`src/rtl/instruction_fetch_unit.sv`:
```
// Sequential instruction fetcher with a 2-entry first-word-fall-through queue and branch redirect.
// Define IFU_STALL_COUNT_EN to add a saturating stall_count output.
module instruction_fetch_unit #(
  parameter logic [15:0] RESET_PC  = 16'd0,
  parameter int          MEM_WORDS = 256
) (
  input  logic        clock,
  input  logic        reset_n,
  output logic [15:0] mem_addr,
  input  logic [15:0] mem_instruction,
  input  logic        branch_valid,
  input  logic [15:0] branch_target,
  output logic        instr_valid,
  input  logic        instr_ready,
  output logic [15:0] instr,
  output logic [15:0] instr_pc
`ifdef IFU_STALL_COUNT_EN
  ,
  output logic [15:0] stall_count
`endif
);
  localparam logic [15:0] LAST_PC = 16'(MEM_WORDS - 1);
  localparam logic [15:0] DEPTH   = 16'(MEM_WORDS);

  typedef enum logic [1:0] {RUN, FULL, REDIRECT} state_t;
  state_t state_reg;

  logic [15:0] pc_reg;
  logic [15:0] inflight_pc_reg;
  logic        inflight_reg;
  logic [15:0] q_data_reg [2];
  logic [15:0] q_pc_reg [2];
  logic        head_reg;
  logic [1:0]  count_reg;

  logic        pop;
  logic        issue;
  logic        tail;
  logic [1:0]  occupancy;

  assign mem_addr    = pc_reg;
  assign instr_valid = (count_reg != 2'd0);
  assign instr       = instr_valid ? q_data_reg[head_reg] : 16'd0;
  assign instr_pc    = instr_valid ? q_pc_reg[head_reg] : 16'd0;

  assign pop       = instr_valid && instr_ready;
  // Queue depth after this edge's push/pop; a new fetch needs it below 2 so its word has a slot.
  assign occupancy = count_reg + {1'b0, inflight_reg} - {1'b0, pop};
  assign issue     = !branch_valid && (occupancy < 2'd2);
  assign tail      = head_reg ^ count_reg[0];

  always_ff @(posedge clock) begin
    if (!reset_n) begin
      pc_reg          <= RESET_PC;
      inflight_reg    <= 1'b0;
      inflight_pc_reg <= 16'd0;
      head_reg        <= 1'b0;
      count_reg       <= 2'd0;
      state_reg       <= RUN;
      for (int i = 0; i < 2; i++) begin
        q_data_reg[i] <= 16'd0;
        q_pc_reg[i]   <= 16'd0;
      end
    end else if (branch_valid) begin
      pc_reg       <= branch_target % DEPTH;
      inflight_reg <= 1'b0;
      head_reg     <= 1'b0;
      count_reg    <= 2'd0;
      state_reg    <= REDIRECT;
    end else begin
      if (inflight_reg) begin
        q_data_reg[tail] <= mem_instruction;
        q_pc_reg[tail]   <= inflight_pc_reg;
      end
      if (pop) begin
        head_reg <= ~head_reg;
      end
      count_reg    <= occupancy;
      inflight_reg <= issue;
      if (issue) begin
        inflight_pc_reg <= pc_reg;
        pc_reg          <= (pc_reg == LAST_PC) ? 16'd0 : pc_reg + 16'd1;
      end
      case (state_reg)
        RUN:     if ((occupancy + {1'b0, issue}) == 2'd2) state_reg <= FULL;
        FULL:    if (pop) state_reg <= RUN;
        default: state_reg <= RUN;
      endcase
    end
  end

`ifdef IFU_STALL_COUNT_EN
  logic [15:0] stall_count_reg;
  assign stall_count = stall_count_reg;

  always_ff @(posedge clock) begin
    if (!reset_n) begin
      stall_count_reg <= 16'd0;
    end else if (instr_valid && !instr_ready && stall_count_reg != 16'hFFFF) begin
      stall_count_reg <= stall_count_reg + 16'd1;
    end
  end
`endif

endmodule

```
`config.mk`:
```
export PLATFORM = sky130hd
export DESIGN_NAME = instruction_fetch_unit
export DESIGN_NICKNAME = d
export VERILOG_FILES = /design/src/rtl/instruction_fetch_unit.sv
export SDC_FILE = /design/constraint.sdc
export NUM_CORES = 1
export LEC_CHECK = 0
export BUFFER_PORTS_ARGS = -buffer_cell sky130_fd_sc_hd__buf_2
export CAP_MARGIN = 20
export CORE_UTILIZATION = 44
export CTS_BUF_LIST = sky130_fd_sc_hd__clkbuf_8
export CTS_CLUSTER_DIAMETER = 120
export DETAILED_ROUTE_END_ITERATION = 7
export GPL_TIMING_DRIVEN = 1
export HOLD_SLACK_MARGIN = 0.12
export PLACE_DENSITY = 0.68
export SKIP_CTS_REPAIR_TIMING = 1
export SYNTH_ARGS = -nofsm -noshare
export SYNTH_HDL_FRONTEND = slang
export SYNTH_SLANG_ARGS = --single-unit
```
`constraint.sdc`:
```
create_clock -name clock -period 3.8 [get_ports clock]
set_clock_uncertainty 0.2 [all_clocks]
set_input_delay 0.38 -clock clock [delete_from_list [all_inputs] [get_ports clock]]
set_output_delay 0.38 -clock clock [all_outputs]
set_load 0.05 [all_outputs]
```
==> results by group <==
Outcome
  • Outcome: completed

Die
  • Starting Density: 45.8%
  • Die ar.: 10700 sq um
  • I/O pin count: 85
  • Total core area: 9860 sq um
  • Die width: 103 microns
  • FP Rows: 36
  • Die Height: 103 microns

Synthesis
  • Seq/Total Area, Yosys: 59.0%
  • Mapped Cells: 411
  • Synth top area share: 42.6%
  • Ys Warns: 0
  • Largest cells by area after synthesis: edfxtp_1, dfxtp_1, and2_1
  • Post-synth EDFFs: 64
  • FFs w/ async S/R, synth: 0%
  • Synth Area per Inst: 11.0 sq um
  • Yosys cell types: 44
  • Number of synthesized register bits: 101
  • Ys flop type: edfxtp_1
  • Syn nets: 450
  • Synth area leader: edfxtp_1
  • Post-synthesis instance area: 4510 sq um

Clock network
  • CTS root buf: clkbuf_8
  • Clock slew seen by the registers of the worst setup and hold paths: 0.09 ns
  • CTS tree: yes
  • Clock Tree Buf Depth: 2
  • CTS Buf Count: 9
  • Clock Sinks: 101
  • CTS H-tree depth: 3
  • Worst-Skew Late Latency: 0.36 ns

Place
  • Port bufs: 76
  • Post-DP HPWL: 5720 microns
  • Dpl ws: 0.906 ns
  • Placer Congestion: 0.851

GRT
  • First-pass GRT wire length: 14000 microns
  • Grt total ovfl: 0
  • Vias in the first global route: 2999
  • Largest net degree at the start of global routing: 33
  • Total GRT Usage: 17.6%
  • Initial antenna violation count: 0

Worst setup path
  • Crit-path max FO: 18
  • CP Data Arrival Time: 2.99 ns
  • Kind of critical path: reg2reg
  • Startpoint types: flop
  • CP endpoint kind: flop
  • Critical Path RT: 3.89 ns

Drt
  • Residual DRC: 0
  • Via/cell ratio: 5.00
  • Drt total wl: 8970 microns
  • Initial DRT Pass Iterations: 4
  • Routed Antenna Nets: 0
  • DR WL/cell: 14.1 microns
  • Vias: 3186
  • 1st-iter DRT viols: 117

Pwr
  • Power per Cell Area: 401 nW/um^2
  • VDD IR max: 231 uV
  • Leakage: 2.07 nW

Cells and area
  • Final #Nets: 538
  • Diodes inserted: 0
  • Share of cells above drive strength 1: 21.6%
  • Area Growth Syn to Fin: 19.9%

STA
  • Final min period: 2.90 ns
  • Slew Viols, Final: 0
  • Highest achievable clock rate: 345 MHz
  • Max_slew headroom: 31.5%
  • Worst-margin pin slew: 1.03 ns
  • Final Hold Violating Endpoints: 0
  • Setup-failing EPs final: 0
  • Final setup margin: 0.901 ns
  • RSZ-0062 raised after global routing: false
  • Setup TNS: 0 ns
  • Period Utilization, post-route: 76.3%

Flow run
  • Max-cap check violation count: 0

Hold path
  • Type of the tightest min-delay check: in2reg
-- layer usage --
metal	track usage, %	up-vias	part of all wire (%)
met1	21.7	1495	47
met5	0	-	0
met4	5.53	0	0.97
met2	30.9	72	48
met3	3.56	9	4.0
li1	-	1610	-
-- final cells by class --
type                       instances  area (sq um)
inverter                           8          30.0
timing repair buffer              96           568
sequential                       101          2660
clock buffer                       9           124
fill                             871          4450
tap                              133           166
clock inverter                     7          82.6
multi-input combinational        283          1780
-- cells in the final DEF (no fill, tap or decap), drive strengths merged, types with 2 or more instances in the layout --
| cell type | netlist | final |
|---|---|---|
| nand2 | 44 | 44 |
| nor2 | 43 | 43 |
| a31oi | 3 | 3 |
| dlygate4sd3 | 0 | 15 |
| o31ai | 3 | 3 |
| or3 | 2 | 2 |
| and3 | 3 | 3 |
| xnor2 | 3 | 3 |
| a21oi | 28 | 28 |
| buf | 6 | 81 |
| o21ai | 9 | 9 |
| xor2 | 3 | 3 |
| clkinvlp | 0 | 2 |
| nor4 | 4 | 4 |
| clkinv | 1 | 3 |
| inv | 7 | 9 |
| and2 | 69 | 69 |
| or4 | 4 | 4 |
| clkbuf | 13 | 9 |
| nand4 | 6 | 6 |
| edfxtp | 64 | 64 |
| ha | 3 | 3 |
| mux2i | 32 | 32 |
| dfxtp | 37 | 37 |
| nand3 | 9 | 9 |
| o31a | 2 | 2 |
-- worst max-delay path, cell delays in order (launching register included) --
cell and delay, ns:
dfxtp_1 0.36, nor2_2 0.13, inv_1 0.05, and2_1 0.18
ha_1 0.28, inv_1 0.04, ha_1 0.19, xnor3_4 0.38
nand2_2 0.28, or4b_1 0.58, a21oi_1 0.15
-- synth_stat cells (all sizes together), types with 2 or more instances --
master and count:
xor2 3, nor4 4, edfxtp 64, nand4 6
clkbuf 13, buf 6, inv 7, dfxtp 37
a21oi 28, ha 3, a31oi 3, xnor2 3
nand3 9, o31ai 3, mux2i 32, o31a 2
nand2 44, or4 4, o21ai 9, and2 69
nor2 43, or3 2, and3 3
-- path summary, 6_finish.rpt --
path / startpoint / cells after the start / slack [ns] / endpoint
min reg2reg: inflight_pc_reg[8] / 2 / 0.26 / inflight_pc_reg[8]
max: count_reg[1] / 10 / 0.90 / mem_addr[9]
max reg2reg: count_reg[1] / 10 / 0.90 / mem_addr[9]
min: branch_target[4] / 3 / 0.12 / mem_addr[4]
-- kinds of logic (layout without fill, tap and decap cells) --
kind of cell,Yosys count,after routing,synth area share (%)
and+or+nand+nor,192,192,22.5
DFF,101,101,59.0
AOI/OAI and AO/OA,48,48,5.99
muxes,32,32,7.10
buffers and inverters,27,120,2.33
xor gates and xnor gates,8,8,2.27
adders and majority gates,3,3,0.832
-- metrics by stage --
step           util [%]  std cells  total power, mW  hold slack (ns)  cell area, sq um
5_1_grt            54.9        637             2.26            0.121              5410
3_3_place_gp       51.2        606             1.49            0.248              5050
6_report           54.9        637             2.17            0.119              5410
2_1_floorplan         -        411             1.42            0.240              4510
3_5_place_dp       51.2        606             1.49            0.254              5050
4_1_cts            53.3        622             2.18           0.0593              5260
-- where the power goes --
| part | leakage, nW | internal, mW | switching, mW | total (mW) |
|---|---|---|---|---|
| logic | 1.01 | 0.0746 | 0.171 | 0.246 |
| registers | 0.963 | 1.21 | 0.0262 | 1.23 |
| clock network | 0.0980 | 0.314 | 0.381 | 0.694 |
| total | 2.07 | 1.59 | 0.578 | 2.17 |
Power figures use the tool's default switching activity.
